File: src/rtl/alu_pkg.sv
// ALU BIST shared definitions: opcodes, FSM states, LFSR seed and step.
// Imported by alu_ref_model and alu_bist.
package alu_pkg;

  localparam logic [2:0] OP_AND  = 3'd0;
  localparam logic [2:0] OP_OR   = 3'd1;
  localparam logic [2:0] OP_XOR  = 3'd2;
  localparam logic [2:0] OP_ADD  = 3'd3;
  localparam logic [2:0] OP_SUB  = 3'd4;
  localparam logic [2:0] OP_SLT  = 3'd5;
  localparam logic [2:0] OP_SLTE = 3'd6;
  localparam logic [2:0] OP_EQ   = 3'd7;

  localparam logic [15:0] DEFAULT_SEED = 16'hACE1;

  typedef enum logic [1:0] {
    S_IDLE,
    S_DRIVE,
    S_CHECK,
    S_DONE
  } bist_state_t;

  function automatic logic [15:0] lfsr_step(
    input logic [15:0] l
  );
    return {l[14:0], l[15] ^ l[13] ^ l[12] ^ l[10]};
  endfunction

endpackage

File: src/rtl/alu_ref_model.sv
// Golden ALU model (combinational, unsigned compares).
// In: op1, op2, Aluop. Out: exp_result, exp_equal, exp_lessThan.
module alu_ref_model
  import alu_pkg::*;
(
  input  logic [7:0] op1,
  input  logic [7:0] op2,
  input  logic [2:0] Aluop,
  output logic [7:0] exp_result,
  output logic       exp_equal,
  output logic       exp_lessThan
);

  always_comb begin
    exp_result   = '0;
    exp_equal    = (op1 == op2);
    exp_lessThan = (op1 < op2);
    unique case (Aluop)
      OP_AND:  exp_result = op1 & op2;
      OP_OR:   exp_result = op1 | op2;
      OP_XOR:  exp_result = op1 ^ op2;
      OP_ADD:  exp_result = op1 + op2;
      OP_SUB:  exp_result = op1 - op2;
      OP_SLT:  exp_result = {7'b0, op1 < op2};
      OP_SLTE: exp_result = {7'b0, op1 <= op2};
      OP_EQ:   exp_result = {7'b0, op1 == op2};
      default: exp_result = '0;
    endcase
  end

endmodule

File: src/rtl/alu_bist.sv
// ALU BIST: LFSR operand pairs, all 8 opcodes each, checked vs golden model.
// Ports: clk/reset, start/num_vectors/seed, ALU drive+response, status/fail capture.
module alu_bist
  import alu_pkg::*;
(
  input  logic        clk,
  input  logic        reset,
  input  logic        start,
  input  logic [7:0]  num_vectors,
  input  logic [15:0] seed,
  output logic [7:0]  op1,
  output logic [7:0]  op2,
  output logic [2:0]  Aluop,
  input  logic [7:0]  result,
  input  logic        equal,
  input  logic        lessThan,
  output logic        busy,
  output logic        done,
  output logic        pass,
  output logic [7:0]  err_count,
  output logic [7:0]  fail_op1,
  output logic [7:0]  fail_op2,
  output logic [2:0]  fail_aluop
);

  bist_state_t state;
  logic [15:0] lfsr;
  logic [8:0]  vec_left;

  logic [7:0]  exp_result;
  logic        exp_equal;
  logic        exp_lt;
  logic        mismatch;
  logic        last_check;
  logic [7:0]  err_next;
  logic [15:0] seed_eff;
  logic [15:0] lfsr_nx;

  alu_ref_model u_ref (
    .op1          (op1),
    .op2          (op2),
    .Aluop        (Aluop),
    .exp_result   (exp_result),
    .exp_equal    (exp_equal),
    .exp_lessThan (exp_lt)
  );

  assign mismatch = (result != exp_result) ||
                    (equal != exp_equal) ||
                    (lessThan != exp_lt);
  assign last_check = (Aluop == OP_EQ) &&
                      (vec_left == 9'd1);
  assign err_next = !mismatch ? err_count :
                    (err_count == 8'hFF) ? err_count :
                    err_count + 8'd1;
  assign seed_eff = (seed == 16'd0) ? DEFAULT_SEED : seed;
  assign lfsr_nx  = lfsr_step(lfsr);

  always_ff @(posedge clk) begin
    if (reset) begin
      state      <= S_IDLE;
      lfsr       <= DEFAULT_SEED;
      vec_left   <= '0;
      op1        <= '0;
      op2        <= '0;
      Aluop      <= '0;
      busy       <= 1'b0;
      done       <= 1'b0;
      pass       <= 1'b0;
      err_count  <= '0;
      fail_op1   <= '0;
      fail_op2   <= '0;
      fail_aluop <= '0;
    end else begin
      done <= 1'b0;
      unique case (state)
        S_IDLE: begin
          if (start) begin
            lfsr       <= seed_eff;
            op1        <= seed_eff[15:8];
            op2        <= seed_eff[7:0];
            Aluop      <= OP_AND;
            vec_left   <= (num_vectors == 8'd0) ? 9'd256
                          : {1'b0, num_vectors};
            err_count  <= '0;
            fail_op1   <= '0;
            fail_op2   <= '0;
            fail_aluop <= '0;
            pass       <= 1'b0;
            busy       <= 1'b1;
            state      <= S_DRIVE;
          end
        end
        S_DRIVE: state <= S_CHECK;
        S_CHECK: begin
          err_count <= err_next;
          // err_count only leaves 0 on the first mismatch
          if (mismatch && err_count == 8'd0) begin
            fail_op1   <= op1;
            fail_op2   <= op2;
            fail_aluop <= Aluop;
          end
          if (last_check) begin
            // operands stay on the last pair while idle
            state <= S_DONE;
            busy  <= 1'b0;
            done  <= 1'b1;
            pass  <= (err_next == 8'd0);
          end else begin
            state <= S_DRIVE;
            Aluop <= Aluop + 3'd1;
            if (Aluop == OP_EQ) begin
              lfsr     <= lfsr_nx;
              op1      <= lfsr_nx[15:8];
              op2      <= lfsr_nx[7:0];
              vec_left <= vec_left - 9'd1;
            end
          end
        end
        S_DONE:  state <= S_IDLE;
        default: state <= S_IDLE;
      endcase
    end
  end

endmodule
File: config.mk
export PLATFORM = sky130hd
export DESIGN_NAME = alu_bist
export DESIGN_NICKNAME = d
export VERILOG_FILES = /design/src/rtl/alu_pkg.sv /design/src/rtl/alu_ref_model.sv /design/src/rtl/alu_bist.sv
export SDC_FILE = /design/constraint.sdc
export NUM_CORES = 1
export LEC_CHECK = 0
export ABC_AREA = 1
export CAP_MARGIN = 10
export CORE_AREA = 4 4 105 107
export DETAILED_ROUTE_END_ITERATION = 7
export DIE_AREA = 0 0 109 111
export PLACE_DENSITY = 0.76
export SLEW_MARGIN = 40
export SYNTH_ARGS = -nofsm -noshare
export SYNTH_HDL_FRONTEND = slang
export SYNTH_SLANG_ARGS = --single-unit
File: constraint.sdc
create_clock -name clk -period 2.7 [get_ports clk]
set_input_delay 0.27 -clock clk [delete_from_list [all_inputs] [get_ports clk]]
set_output_delay 0.27 -clock clk [all_outputs]
set_load 0.05 [all_outputs]
# Word level (Yosys, flattened, before mapping)
# Index checks and enable logic that the tools add are counted.
classes:
  add_sub_neg: 5
  multipliers: 0
  div_mod_pow: 0
  magnitude_cmp: 2
  n_eq_ne: 21
  shift: 0
  n_mux: 42
  bitwise: 7
  n_reduce_logical: 17
op_table:
  columns: ["operator", "n"]
  rows:
  - ["8-bit 2-to-1 mux", 11]
  - ["8-bit one-hot mux with 2 select lines", 5]
  - ["16-bit 2-to-1 mux", 4]
  - ["8-bit one-hot mux with 8 select lines", 1]
  - ["9-bit 2-to-1 mux", 4]
  - ["16-bit one-hot mux with 2 select lines", 1]
  - ["8-bit zero test", 3]
  - ["9-bit one-hot mux with 2 select lines", 1]
  - ["16-bit zero test", 1]
  - ["3-bit equality test, second input constant", 4]
  - ["3-bit one-hot mux with 2 select lines", 2]
  - ["2-bit inequality test, second input constant", 5]
  - ["9-bit by 1-bit equality test with 1-bit output, second input constant", 1]
  - ["3-bit 2-to-1 mux", 3]
  - ["3-bit AND reduction", 3]
  - ["9-bit by 1-bit subtractor with 9-bit output, second input constant", 1]
  - ["8-bit by 1-bit adder with 8-bit output, second input constant", 1]
  - ["8-bit adder", 1]
  - ["8-bit AND", 1]
  - ["8-bit equality test", 1]
  - ["8-bit equality test, second input constant", 1]
  - ["8-bit less-or-equal comparator", 1]
  - ["8-bit < comparator", 1]
  - ["8-bit inequality test", 1]
  - ["23 further kinds", 36]
word_totals:
  ff_bits: 76
  latch_bits: 0
  ram_bits: 0
  mem_bits_ro: 0
  in_bits: 37
  output_inout_bits: 49
  elab_cells: 107
  memories: 0

# Longest topological paths before layout
# Gate-level depths: netlist of run 1.
logic_depth:
  ltp_word: 9
  mapped_depth: 23
  depth_no_buf: 23

# Hierarchy
# A second synthesis of run 1 with hierarchy kept.
hier_totals:
  hier_cells: 746
  hier_area_um2: 4782.1
by_module_without_submodules:
  columns: ["mod", "n_inst", "cells_per_inst", "area_each_um2", "seq_area_each_um2"]
  rows:
  - ["alu_bist", 1, 537, 3607.2, 1361.3]
  - ["alu_ref_model", 1, 209, 1174.9, 0.0]

# Worst setup path before layout of run 1
# OpenSTA, ideal clock, no wires.
synth_timing:
  path_kind: "register to register"
  start: "register op2[0]"
  end: "register pass"
  setup_time_ns: 0.067
  arrival_ns: 2.861
  required_ns: 2.633
  slack_ns: -0.228
  stages_incl_launch_ff: 22
  path_buffers: 1
  synth_period_minus_slack_ns: 2.928
  cell_sequence: "dfxtp_1 -> ha_1 -> inv_1 -> fa_1 -> nand2_1 -> nand2_1 -> nand3_1 -> nand2_1 -> nand2_1 -> nand2_1 -> nor2_1 -> nand2_1 -> nor2_2 -> nand3_2 -> nor2_4 -> nand3_4 -> buf_6 -> o21ai_2 -> nand3_1 -> nor2_1 -> nand2_1 -> a21oi_2"
synth_between:
  elab_chain_len: 9
  word_cells_on_any_way: 18
  cone_classes: "2 x add/sub; 2 x order compare; 4 x eq/ne; 4 x mux; 3 x bitwise; 3 x reduce/logical"
synth_rtl:
  columns: ["element", "line_no", "source"]
  rows:
  - ["start: declaration", "alu_bist.sv:12", "output logic [7:0] op2,"]
  - ["start signal: assignment", "alu_bist.sv:81", "op2 <= seed_eff[7:0];"]
  - ["start signal: assignment", "alu_bist.sv:115", "op2 <= lfsr_nx[7:0];"]
  - ["8-bit subtractor (tied with other cells)", "alu_ref_model.sv:23", "OP_SUB: exp_result = op1 - op2;"]
  - ["8-bit one-hot mux with 8 select lines", "alu_ref_model.sv:18", "unique case (Aluop)"]
  - ["8-bit inequality test", "alu_bist.sv:48", "assign mismatch = (result != exp_result) ||"]
  - ["1-bit logical OR", "alu_bist.sv:48", null]
  - ["1-bit logical OR (*)", "alu_bist.sv:49", "(equal != exp_equal) ||"]
  - ["8-bit 2-to-1 mux (*)", "alu_bist.sv:53", "assign err_next = !mismatch ? err_count :"]
  - ["8-bit zero test (*)", "alu_bist.sv:108", "pass <= (err_next == 8'd0);"]
  - ["1-bit 2-to-1 mux (*)", "alu_bist.sv:103", "if (last_check) begin"]
  - ["1-bit one-hot mux with 2 select lines (*)", "alu_bist.sv:76", "unique case (state)"]
  - ["end signal: assignment", "alu_bist.sv:108", null]
  - ["end: declaration", "alu_bist.sv:19", "output logic pass,"]
# Mark *: on every way between the ends. The rest lies on a longest branch, timed or not. The select of a mux whose other input is x is not followed.
# A chain may end at the register's enable or synchronous reset.

# Worst setup path in the final report of run 1
layout_timing:
  start: "register op1[0]"
  end: "register fail_op2[1]"
layout_between:
  elab_chain_len: 8
  word_cells_on_any_way: 17
  cone_classes: "2 x add/sub; 2 x order compare; 5 x eq/ne; 1 x mux; 3 x bitwise; 4 x reduce/logical"
layout_rtl:
  columns: ["element", "line_no", "source"]
  rows:
  - ["start: declaration", "alu_bist.sv:11", "output logic [7:0] op1,"]
  - ["start signal: assignment", "alu_bist.sv:80", "op1 <= seed_eff[15:8];"]
  - ["start signal: assignment", "alu_bist.sv:114", "op1 <= lfsr_nx[15:8];"]
  - ["8-bit subtractor (tied with other cells)", "alu_ref_model.sv:23", null]
  - ["8-bit one-hot mux with 8 select lines", "alu_ref_model.sv:18", null]
  - ["8-bit inequality test", "alu_bist.sv:48", null]
  - ["1-bit logical OR", "alu_bist.sv:48", null]
  - ["1-bit logical OR (*)", "alu_bist.sv:49", null]
  - ["1-bit logical AND (*)", "alu_bist.sv:98", "if (mismatch && err_count == 8'd0) begin"]
  - ["2-bit inequality test (no line) (*)", null, null]
  - ["3-bit AND reduction (no line) (*)", null, null]
  - ["end signal: assignment", "alu_bist.sv:100", "fail_op2 <= op2;"]
  - ["end: declaration", "alu_bist.sv:22", "output logic [7:0] fail_op2,"]
# Mark *: on every way between the ends. The rest lies on a longest branch, timed or not.

==> flow_summary.json, run 1 <==
{
  "synthDistinctLibCells": 44,
  "die_area_um2": 12100,
  "ant_nets": 0,
  "fillers": 885,
  "critPathRequiredTime_ns": 2.97,
  "arrival_ns": 3.10,
  "cts.sinks": 68,
  "holdWs_ns": 0.479,
  "cts_tree": "yes",
  "syn_area_um2": 4740,
  "grt.overflow.total": 0,
  "setup_viol": 24,
  "start_util": 0.468,
  "antenna_found_initial": 0,
  "path_class": "reg -> reg",
  "clock_tree.buffer_depth": 2,
  "clk_latency_ns": 0.35,
  "synth-seq-cells": 68,
  "grt_pass1_vias": 5265,
  "synth_fp_nets": 792,
  "dp_hpwl_um": 12000,
  "syn_inst": 719,
  "grt_pass1_wl_um": 25700,
  "port_buffers": 85,
  "violations": "negative setup slack",
  "worstMarginPinSlew_ns": 0.569,
  "p_leak_nw": 2.82,
  "nets": 915,
  "timing.final.ws_setup_ns": -0.135,
  "cts_max_level": 3,
  "die_h_um": 111,
  "hold_viol": 0,
  "relSlewSlack": 0.620,
  "rsz0062_at_grt": "yes",
  "grt_use_total": 0.264,
  "io_pins": 86,
  "drive_above_1_share": 0.200,
  "critPathCaptureType": "register",
  "place_area_um2": 6020,
  "syn_area_per_cell_um2": 6.60,
  "fmax_ghz": 0.353,
  "via_count": 5295,
  "wire_per_inst_um": 16.3,
  "hp-class": "reg -> reg",
  "ir_drop_mv": 0.510,
  "fin_area_um2": 6560,
  "die_w_um": 109,
  "drc": 0,
  "grt_max_degree": 43,
  "clkTransAtPathRegs_ns": 0.08,
  "period_share": 1.05,
  "drt-total-wl_um": 16000,
  "status": "finished with violations",
  "gp_congestion": 0.936,
  "numCtsBuffers": 9,
  "period_needed_ns": 2.84,
  "skew_ns": 0.0122,
  "startpoint_type": "register",
  "yosys_warnings": 0,
  "vias_per_cell": 5.39,
  "drtPass1Iterations": 6,
  "layout-area-overhead-vs-synth_pct": 38.2,
  "drt_iter0_drc": 534,
  "ys_seq_area_frac": 0.287,
  "postCtsHoldBufs": 0,
  "cts-root-buf": "clkbuf_8",
  "maxSlewViolCount": 0,
  "power_density_nw_per_um2": 499,
  "crit_fanout": 12,
  "row_count": 37,
  "maxCapViolCount": 0,
  "diodes": 0,
  "coreArea_um2": 10100
}
## where the power goes
part | switching [W] | total (W) | internal [W]
Clock | 0.000403 | 0.00101 | 0.000610
Sequential | 0.0000558 | 0.00113 | 0.00108
Combinational | 0.000688 | 0.00113 | 0.000437
Total | 0.00115 | 0.00327 | 0.00213
## cells in the mapped netlist (all sizes together)
cell,instances,area [µm²]
clkbuf,17,63.8
ha,34,425
a211oi,6,45.0
nand3,58,325
and3,1,6.26
a221oi,3,26.3
nand4,6,37.5
inv,92,350
xnor2,3,26.3
o21ai,51,267
nor3,7,35.0
a311oi,1,8.76
clkinv,1,3.75
buf,20,141
nor2,76,303
and2,1,6.26
o22ai,3,18.8
nand3b,9,67.6
a31oi,7,43.8
a31o,1,8.76
or2,6,37.5
dfxtp,68,1360
o21bai,1,7.51
xor2,6,52.6
nand2,161,612
fa,2,40.0
nor4,6,37.5
a21oi,65,333
o32ai,1,8.76
o211ai,6,45.0
## cell families (layout without fill, tap and decap cells)
family	after synthesis	after routing	synth area share
compound gates	145	145	0.171
xor+xnor	9	9	0.0166
fa+ha+maj	36	36	0.0981
buf+inv	130	257	0.118
flops	68	68	0.287
simple gates	331	332	0.309
## placed cells by master (no fill, tap or decap), drive strengths merged, types with 7 or more instances in the layout
cell type	instances
ha	34
dfxtp	68
a21oi	65
clkbuf	9
nand3	59
clkdlybuf4s50	85
nor3	7
buf	63
nand3b	9
o21ai	51
a31oi	7
nor2	76
inv	92
nand2	161
## state kept, by name, summed over array words and instances, names as in the netlist
signal and count:
err_count 8, busy 1, done 1, state 2, pass 1, lfsr 8
op1 8, fail_op1 8, op2 8, fail_aluop 3, Aluop 3, fail_op2 8
vec_left 9
## final timing paths
path                  from  cells after the start  slack, ns     endpoint
setup reg to reg    op1[0]                     20      -0.14  fail_op2[1]
hold reg to reg   lfsr[11]                      2       0.48     lfsr[11]
hold / removal    lfsr[11]                      2       0.48     lfsr[11]
setup / recovery    op1[0]                     20      -0.14  fail_op2[1]
## worst max-delay path: stages (launching register included)
cell,delay [ns]
dfxtp_4,0.38
inv_4,0.04
ha_4,0.15
inv_2,0.06
fa_2,0.43
nand2_2,0.06
nand2_1,0.04
nand3b_1,0.17
nand2_1,0.08
nand2_1,0.06
nand2_2,0.06
nand2_2,0.05
nor2_2,0.09
nand3_2,0.12
nor3_2,0.14
nand4_1,0.18
nand2_2,0.13
nand2_4,0.10
buf_8,0.17
buf_4,0.13
a21oi_1,0.12
## repair_timing
action,CTS,global route
gates resized for setup,58,31
setup endpoints to repair,25,28
gates cloned,2,0
buffers inserted,1,1
pin swaps,18,21
## layout make-up
class                           instances  area (µm²)  area share
Inverter                               93         364      0.0555
Sequential cell                        68        1380       0.210
Clock buffer                            9         124      0.0189
Timing Repair Buffer                  148        1350       0.205
Tap cell                              136         170      0.0260
Clock inverter                          7         115      0.0176
Multi-Input combinational cell        522        3060       0.466
## metal layers
metal  vias up  GRT usage  share of wire
met2       209      0.455           0.50
met3        37     0.0431          0.060
met1      2458      0.329           0.41
li1       2591          -              -
met4         0     0.0892          0.027
met5         -          0              0
## through the flow
stage,std cells,setup slack (ns),setup TNS [ns],util,total power [W]
floorplan,719,0.000279,0,-,0.00180
global placement,963,-0.136,-2.43,0.594,0.00217
CTS,982,-0.0730,-0.875,0.634,0.00323
global route,983,-0.343,-7.10,0.647,0.00343
finish,983,-0.135,-1.98,0.647,0.00327
detailed placement,963,-0.169,-2.48,0.594,0.00218
(Power assumes the default switching activity.)
==> run 2: changes to the inputs <==
--- a/config.mk
+++ b/config.mk
@@ -6,11 +6,12 @@
 export NUM_CORES = 1
 export LEC_CHECK = 0
 export ABC_AREA = 1
-export CAP_MARGIN = 10
+export CAP_MARGIN = 20
 export CORE_AREA = 4 4 105 107
 export DETAILED_ROUTE_END_ITERATION = 7
 export DIE_AREA = 0 0 109 111
 export PLACE_DENSITY = 0.76
+export SETUP_SLACK_MARGIN = 0.4
 export SLEW_MARGIN = 40
 export SYNTH_ARGS = -nofsm -noshare
 export SYNTH_HDL_FRONTEND = slang
==> flow_summary.json, run 2 (synthesis gave the netlist of run 1 again) <==
{
  "status": "finished with violations",
  "violations": "negative setup slack",
  "drive_above_1_share": 0.256,
  "hp-class": "reg -> reg",
  "grt_pass1_vias": 5287,
  "cts_max_level": 3,
  "power_w": 0.00330,
  "rsz0062_at_grt": "yes",
  "final_core_util": 0.687,
  "grt_use_total": 0.272,
  "die_h_um": 111,
  "drt-total-wl_um": 16700,
  "cp_slowest_cell": "fa_2",
  "diodes": 0,
  "die_area_um2": 12100,
  "min_from": "lfsr[0]",
  "grt_pass1_wl_um": 26200,
  "grt_max_degree": 43,
  "cts.sinks": 68,
  "drc": 0,
  "period_needed_ns": 2.81,
  "r2r_cells": 20,
  "gp_congestion": 0.943,
  "holdWs_ns": 0.482,
  "maxSlewViolCount": 0,
  "numCtsBuffers": 9,
  "critPathCaptureType": "register",
  "nets": 929,
  "reg2reg_slack_ns": -0.11,
  "antenna_found_initial": 0,
  "period_share": 1.04,
  "regMostFlops": "vec_left",
  "ant_nets": 0,
  "row_count": 37,
  "io_pins": 86,
  "final_cell_mix": "143 x nand2_1, 85 x clkdlybuf4s50_1, 76 x inv_1, 65 x buf_4, 59 x nor2_1",
  "timing.rr.end": "fail_op2[0]",
  "clk_latency_ns": 0.35,
  "setup_viol": 23,
  "timing.final.ws_setup_ns": -0.113,
  "hold_viol": 0,
  "drt_iter0_drc": 396,
  "crit_fanout": 6,
  "fillers": 840,
  "coreArea_um2": 10100,
  "postCtsHoldBufs": 0,
  "start_util": 0.468,
  "critPathRequiredTime_ns": 2.94,
  "crit_buf_inv": 3,
  "finalSetupTns_ns": -1.92,
  "power_density_nw_per_um2": 473,
  "worstHoldEndpoint": "lfsr[0]",
  "wire_per_inst_um": 16.7,
  "drtPass1Iterations": 4,
  "cpPeakStageDelay_ns": 0.42,
  "worstMarginPinSlew_ns": 0.677,
  "p_leak_nw": 2.93,
  "path_class": "reg -> reg",
  "fmax_ghz": 0.356,
  "crit_family": "simple AND/OR/NAND/NOR gates",
  "port_buffers": 85,
  "dp_hpwl_um": 12400,
  "startpoint": "op1[0]",
  "grt.overflow.total": 0,
  "startpoint_type": "register",
  "clock_tree.buffer_depth": 2,
  "worst_path_most_repeated_cell": "nand2_1",
  "hold_depth": 2,
  "clkTransAtPathRegs_ns": 0.07,
  "cts_tree": "yes",
  "relSlewSlack": 0.548,
  "final_common_cell": "nand2_1",
  "die_w_um": 109,
  "worstPathCellList": "inv_4 -> ha_4 -> inv_4 -> fa_2 -> nand2_1 -> nand2_1 -> nand3b_1 -> nand2_1 -> nand2_1 -> nand2_1 -> nand2_1 -> nor2_2 -> nand3_2 -> nor3_2 -> nand4_1 -> nand2_1 -> nand2_4 -> clkbuf_16 -> o21ai_2 -> nor2_1",
  "r2r-start": "op1[0]",
  "skew_ns": 0.00762,
  "vias_per_cell": 5.37,
  "arrival_ns": 3.05,
  "layout-area-overhead-vs-synth_pct": 46.8,
  "cts-root-buf": "clkbuf_8",
  "ir_drop_mv": 0.370,
  "via_count": 5350,
  "largest_register_ffs": 9,
  "maxCapViolCount": 0
}
[run 2: where the power goes]
part / leakage [nW] / internal [W] / switching [W]
registers: 0.567 / 0.00108 / 0.0000623
logic: 2.26 / 0.000525 / 0.000751
clock network: 0.104 / 0.000505 / 0.000379
[run 2: metrics by stage]
stage	setup slack (ns)	std cells	instance area (µm²)
after floorplan	0.132	719	4860
after global placement	-0.113	972	6220
after detailed placement	-0.179	972	6220
after CTS	-0.0676	993	6640
after global routing	-0.272	997	6970
final	-0.113	997	6970
[run 2: routing by layer]
layer | global-route usage | vias to the layer above | wire, µm
li1 | - | 2634 | -
met1 | 0.342 | 2499 | 7060
met2 | 0.462 | 182 | 8450
met3 | 0.0460 | 35 | 799
met4 | 0.0951 | 0 | 380
met5 | 0 | - | 0
[run 2: layout make-up]
| class | instances | area, µm² | area share |
|---|---|---|---|
| Clock buffer | 15 | 176 | 0.0253 |
| Clock inverter | 1 | 30.0 | 0.00431 |
| Multi-Input combinational cell | 522 | 3290 | 0.472 |
| Timing Repair Buffer | 162 | 1530 | 0.220 |
| Sequential cell | 68 | 1400 | 0.201 |
| Tap cell | 136 | 170 | 0.0244 |
| Inverter | 93 | 367 | 0.0526 |
[run 2: worst max-delay path by stage]
stage / to / cells past startpoint
finish: fail_op2[0] / 20
global route: pass / 22
CTS: fail_op2[3] / 20
detailed placement: fail_op1[4] / 20
global placement: fail_op2[2] / 20
floorplan: pass / 20
[run 2: timing repair]
action / in CTS / in global routing
gates resized for setup: 47 / 62
pin swaps: 15 / 29
buffers inserted: 3 / 2
cloned: 2 / 2
endpoints found under the hold margin: 0 / 0
endpoints found under the setup margin: 28 / 48
[run 2: tightest hold or removal path, cell delays in order, from the launching register on]
cell and delay, ns:
dfxtp_1 0.33, a21oi_1 0.07, nand2_1 0.06
==> run 3: changes to the inputs <==
--- a/config.mk
+++ b/config.mk
@@ -7,10 +7,10 @@
 export LEC_CHECK = 0
 export ABC_AREA = 1
 export CAP_MARGIN = 20
-export CORE_AREA = 4 4 105 107
+export CORE_AREA = 4 4 98 100
 export DETAILED_ROUTE_END_ITERATION = 7
-export DIE_AREA = 0 0 109 111
-export PLACE_DENSITY = 0.76
+export DIE_AREA = 0 0 102 104
+export PLACE_DENSITY = 0.82
 export SETUP_SLACK_MARGIN = 0.4
 export SLEW_MARGIN = 40
 export SYNTH_ARGS = -nofsm -noshare
==> constraint.sdc (replaced) <==
create_clock -name clk -period 3.56 [get_ports clk]
set_input_delay 0.356 -clock clk [delete_from_list [all_inputs] [get_ports clk]]
set_output_delay 0.356 -clock clk [all_outputs]
set_load 0.05 [all_outputs]
==> flow_summary.json, run 3 (synthesis gave the netlist of run 1 again) <==
{
  "die_w_um": 102,
  "critPathRequiredTime_ns": 3.83,
  "cts.sinks": 68,
  "worstMarginPinSlew_ns": 0.686,
  "ant_nets": 0,
  "fillers": 804,
  "timing.rr.end": "pass",
  "grt_max_degree": 44,
  "relSlewSlack": 0.542,
  "worstHoldEndpoint": "lfsr[0]",
  "rsz0062_at_grt": "no",
  "antenna_found_initial": 0,
  "reg2reg_slack_ns": 0.54,
  "dp_hpwl_um": 10700,
  "die_h_um": 104,
  "period_share": 0.848,
  "hold_viol": 0,
  "min_from": "lfsr[0]",
  "clock_tree.buffer_depth": 2,
  "finalSetupTns_ns": 0,
  "cts_setup_buffers": 0,
  "postCtsHoldBufs": 0,
  "start_util": 0.547,
  "r2r_cells": 20,
  "setup_viol": 0,
  "row_count": 34,
  "port_buffers": 85,
  "crit_fanout": 8,
  "hp-class": "reg -> reg",
  "grt_pass1_wl_um": 23300,
  "startpoint": "Aluop[1]",
  "gp_congestion": 1.02,
  "ir_drop_mv": 0.266,
  "drive_above_1_share": 0.0837,
  "critPathCaptureType": "register",
  "grt_use_total": 0.272,
  "final_cell_mix": "157 x nand2_1, 85 x clkdlybuf4s50_1, 84 x inv_1, 71 x nor2_1, 62 x a21oi_1",
  "nets": 859,
  "io_pins": 86,
  "cts_tree": "yes",
  "layout-area-overhead-vs-synth_pct": 22.0,
  "path_class": "reg -> reg",
  "final_core_util": 0.667,
  "status": "finished, final reports clean",
  "final_common_cell": "nand2_1",
  "clkTransAtPathRegs_ns": 0.07,
  "arrival_ns": 3.29,
  "coreArea_um2": 8680,
  "maxCapViolCount": 0,
  "startpoint_type": "register",
  "drc": 0,
  "skew_ns": 0.0125,
  "drtPass1Iterations": 5,
  "cts_max_level": 3,
  "vias_per_cell": 5.56,
  "via_count": 4990,
  "p_leak_nw": 2.48,
  "clk_latency_ns": 0.34,
  "hold_depth": 2,
  "r2r-start": "Aluop[1]",
  "numCtsBuffers": 9,
  "wire_per_inst_um": 15.9,
  "period_needed_ns": 3.02,
  "ctsResizeCount": 0,
  "diodes": 0,
  "drt_iter0_drc": 301,
  "drt-total-wl_um": 14300,
  "largest_register_ffs": 9,
  "grt.overflow.total": 0,
  "grt_pass1_vias": 4803,
  "cts-root-buf": "clkbuf_8",
  "maxSlewViolCount": 0,
  "regMostFlops": "vec_left",
  "power_density_nw_per_um2": 366,
  "fmax_ghz": 0.331,
  "die_area_um2": 10600
}
[run 3: cell types whose count changed in the layout (fill, tap and decap cells not counted), moves of 9 or more]
| cell | previous run | this run |
|---|---|---|
| buf_4 | 65 | 7 |
| a21oi_1 | 46 | 62 |
| o21ai_0 | 28 | 44 |
| o21ai_2 | 19 | 3 |
| a21oi_2 | 17 | 3 |
| nand2_1 | 143 | 157 |
| nor2_1 | 59 | 71 |
| dfxtp_4 | 10 | 1 |
| nand2_2 | 13 | 4 |
[run 3: power breakdown]
group          internal (W)  switching (W)  leakage (nW)
logic              0.000250       0.000465          1.84
registers          0.000819      0.0000511         0.562
clock network      0.000263       0.000271        0.0783
[run 3: layout make-up]
cell class | instances | area, µm² | area share
multi-input cells | 522 | 2870 | 0.495
flip-flops and latches | 68 | 1370 | 0.237
repair buffers | 92 | 903 | 0.156
inverters | 93 | 354 | 0.0611
clock buffers | 12 | 145 | 0.0251
well taps | 108 | 135 | 0.0233
clock inverters | 2 | 12.5 | 0.00216
[run 3: worst max-delay path: stages (launching register included)]
cell and delay (ns):
dfxtp_1 0.47, ha_1 0.24, ha_1 0.42, inv_1 0.15, nor2_1 0.12, nor2_1 0.06
nand3b_1 0.10, nand3_1 0.07, nand2_1 0.08, nand2_1 0.06, nor2_2 0.09, nand3_2 0.11
nor2_4 0.22, nand3_4 0.16, nand2_1 0.13, nand2_1 0.08, nand2_1 0.06, nand2_1 0.05
nor2_1 0.10, nand2_1 0.07, a21oi_2 0.10
[run 3: worst max path at each step]
stage | end | cells after the start
floorplan | pass | 21
global placement | pass | 20
detailed placement | fail_op1[3] | 20
CTS | pass | 22
global route | pass | 20
finish | pass | 20
[run 3: metrics by stage]
stage	instance area (µm²)	hold slack [ns]	total power [W]	worst slack, ns	cells
after CTS	5740	0.475	0.00211	0.487	896
final	5790	0.472	0.00212	0.541	897
after global placement	5580	0.452	0.00157	0.538	882
after global routing	5790	0.514	0.00223	0.397	897
after floorplan	4740	0.442	0.00137	0.632	719
after detailed placement	5580	0.457	0.00158	0.512	882
[run 3: layer usage]
| metal | global-route usage | part of all wire | vias up |
|---|---|---|---|
| met5 | 0 | 0 | - |
| met4 | 0.114 | 0.031 | 0 |
| met3 | 0.0349 | 0.069 | 33 |
| met2 | 0.451 | 0.47 | 193 |
| met1 | 0.351 | 0.43 | 2285 |
| li1 | - | - | 2479 |
==> RTL edit (flow settings as in run 2) <==
The 4 states of `bist_state_t` get a one-hot encoding in 4 bits.
--- a/src/rtl/alu_pkg.sv
+++ b/src/rtl/alu_pkg.sv
@@ -14,9 +14,9 @@
   localparam logic [15:0] DEFAULT_SEED = 16'hACE1;
 
-  typedef enum logic [1:0] {
-    S_IDLE,
-    S_DRIVE,
-    S_CHECK,
-    S_DONE
+  typedef enum logic [3:0] {
+    S_IDLE  = 4'b0001,
+    S_DRIVE = 4'b0010,
+    S_CHECK = 4'b0100,
+    S_DONE  = 4'b1000
   } bist_state_t;
 
Formal check against the unedited RTL: same outputs for any inputs over 4 cycles, from zero or initial values and one cycle with reset high; so few cycles prove little.
==> RTL edit against run 2 <==
  * Wire length down 9.2%
  * Non-clock buffer count fell by 16
  * Critical endpoint is now fail_op1[2]
  * Sequential cell count grew 2
  * Power decreased by 6.1%
  * Count of clock-buffer cells in the layout down 1
  * Area after synthesis grew 2.8%
  * Setup slack got worse by 43 ps
  * The run still ends with negative setup slack left
  * Fmax down 1.5%
  * Final area fell by 3.8%
  * Core utilization decreased by 2.6 points
  * Die area is the same
  * Hold slack worse by 28 ps
  * Clock skew rose by 3.8 ps
==> RTL edit: results (changes against run 2) <==
- Clock-pin slew was measured on the worst setup and hold paths at 80 ps.
- The headroom to the max-slew limit is 0.434 (-0.114).
- The number of warnings printed during yosys synthesis came to 0 (unchanged).
- The overall routed net length is 15200 um (-9.2%).
- The number of antenna cells inserted was 0 (unchanged).
- The number of global-route vias before repair is 5057 (-4.4%).
- Among cell families on the critical path, the largest total delay comes from simple AND/OR/NAND/NOR gates.
- The via count is 5350 (unchanged).
- The flip-flop count of the largest register after layout is 9 (unchanged).
- The fraction of final layout cells sized beyond drive strength 1 is 0.198 (-0.0574).
- The largest fanout of any net on the critical path was 11 (+5).
- The final setup skew is 11.4 ps (+3.78 ps).
- CTS placed an instance of sky130_fd_sc_hd__clkbuf_8 at the clock tree root.
- The flow ran to the end, but the final reports show violations.
- The number of nets produced by synthesis came to 812 (+2.5%).
- The final-stage net count is 936 (+0.75%).
- The setup violation total in the final timing report is 21 (-8.7%).
- The total routing usage reported by global routing came to 0.248 (-0.0242).
- The count of TritonRoute iterations in the first routing pass came to 5 (+1).
- The largest net degree at the start of global routing is 47 (+9.3%).
- The maximum number of buffers from clock root to sink is 2 (unchanged).
- The final reports fail on negative setup slack.
- The number of buffers inserted by port buffering is 85 (unchanged).
- The detailed router's first-iteration violation count is 360 (-9.1%).
- The total number of H-tree levels is 3 (unchanged).
- The total cell area at the placement stage is 6180 um2 (-0.64%).
- The leakage component of the power is 2.86 nW (-2.5%).
- The weighted congestion at the end of routability-driven global placement is 0.878 (-6.9%).
- The data arrival time of the worst path is 3130 ps (+80 ps).
- In the synthesized netlist the dominant register cell turns out to be sky130_fd_sc_hd__dfxtp_1.
- The clock insertion delay at the later pin of the skew report came to 350 ps (about the same).
- Among all stages on the critical path, the largest delay is contributed by sky130_fd_sc_hd__fa_2.
- The tightest min-delay check is of the reg -> reg type.
- The half-perimeter wire length after placement is 11500 um (-7.2%).
- More flip-flops sit in one register than any other, and that register is vec_left.
- The number of hold-repair buffers added at the cts stage was 0 (unchanged).
- Sorting the synthesized cells by how often they occur yields sky130_fd_sc_hd__nand2_1 (180), sky130_fd_sc_hd__inv_1 (89), sky130_fd_sc_hd__dfxtp_1 (70).
- The count of different cell masters after synthesis is 46 (+4.5%).
- The TritonCTS buffer count is 9 (unchanged).
- The peak ir drop on the vdd network is 0.000295 V (-20%).
- The longest individual stage delay on the worst path is 510 ps (+90 ps).
- By area the synthesized netlist is led by sky130_fd_sc_hd__dfxtp_1 (29%), sky130_fd_sc_hd__nand2_1 (14%), sky130_fd_sc_hd__ha_1 (8.7%).
- The async set-reset flop share out of synthesis came to 0 (unchanged).
- The sequential area share after synthesis is 0.287 (+0.000481).
- The final setup slack of the worst path was -156 ps (-43.1 ps).
- The first-pass GRT wire length is 24300 um (-7.2%).
- The number of antenna violations at the first check in global routing is 0 (unchanged).
==> RTL edit: path summary, 6_finish.rpt <==
check	start	cells past startpoint	to	slack, ps
max	op2[0]	20	fail_op1[2]	-160
min reg2reg	state[3]	1	state[2]	450
min	state[3]	1	state[2]	450
max reg2reg	op2[0]	20	fail_op1[2]	-160
==> RTL edit: cell type report <==
class	instances	area, um2
fill	885	3430
clock inverter	2	10.0
clock buffer	14	153
timing repair buffer	146	1340
multi-input combinational	539	3210
sequential	70	1440
inverter	97	380
tap	136	170
==> RTL edit: stage by stage <==
| step | hold slack (ps) | cells | TNS (ps) | setup slack, ps | total power [mW] |
|---|---|---|---|---|---|
| global placement | 422 | 977 | -1050 | -78.9 | 2.23 |
| finish | 454 | 1004 | -2440 | -156 | 3.10 |
| global route | 451 | 1004 | -6420 | -315 | 3.28 |
| floorplan | 409 | 739 | 0 | 107 | 1.88 |
| CTS | 444 | 996 | -1690 | -113 | 3.00 |
| detailed placement | 434 | 977 | -3130 | -201 | 2.26 |
==> RTL edit: power breakdown <==
part           internal [mW]  switching [mW]  total, mW
registers               1.09          0.0500       1.14
clock network          0.357           0.378      0.735
logic                  0.481           0.735       1.22
total                   1.93            1.16       3.10
==> RTL edit: cell families (layout without fill, tap and decap cells) <==
family	Yosys count	after routing	synth area share
compound gates	140	140	0.165
flops	70	70	0.287
xor+xnor	9	9	0.0162
simple gates	353	354	0.322
fa+ha+maj	36	36	0.0955
buf+inv	131	259	0.114
==> RTL edit: routing by layer <==
layer | track usage | part of all wire
met3 | 0.0419 | 0.047
met1 | 0.305 | 0.41
met5 | 0 | 0
met4 | 0.0892 | 0.029
met2 | 0.427 | 0.51
==> RTL edit: what timing repair did <==
action,CTS,global route
pin swaps,8,21
endpoints found under the setup margin,51,61
resized for setup,19,60
buffers inserted,2,8
cloned,1,0
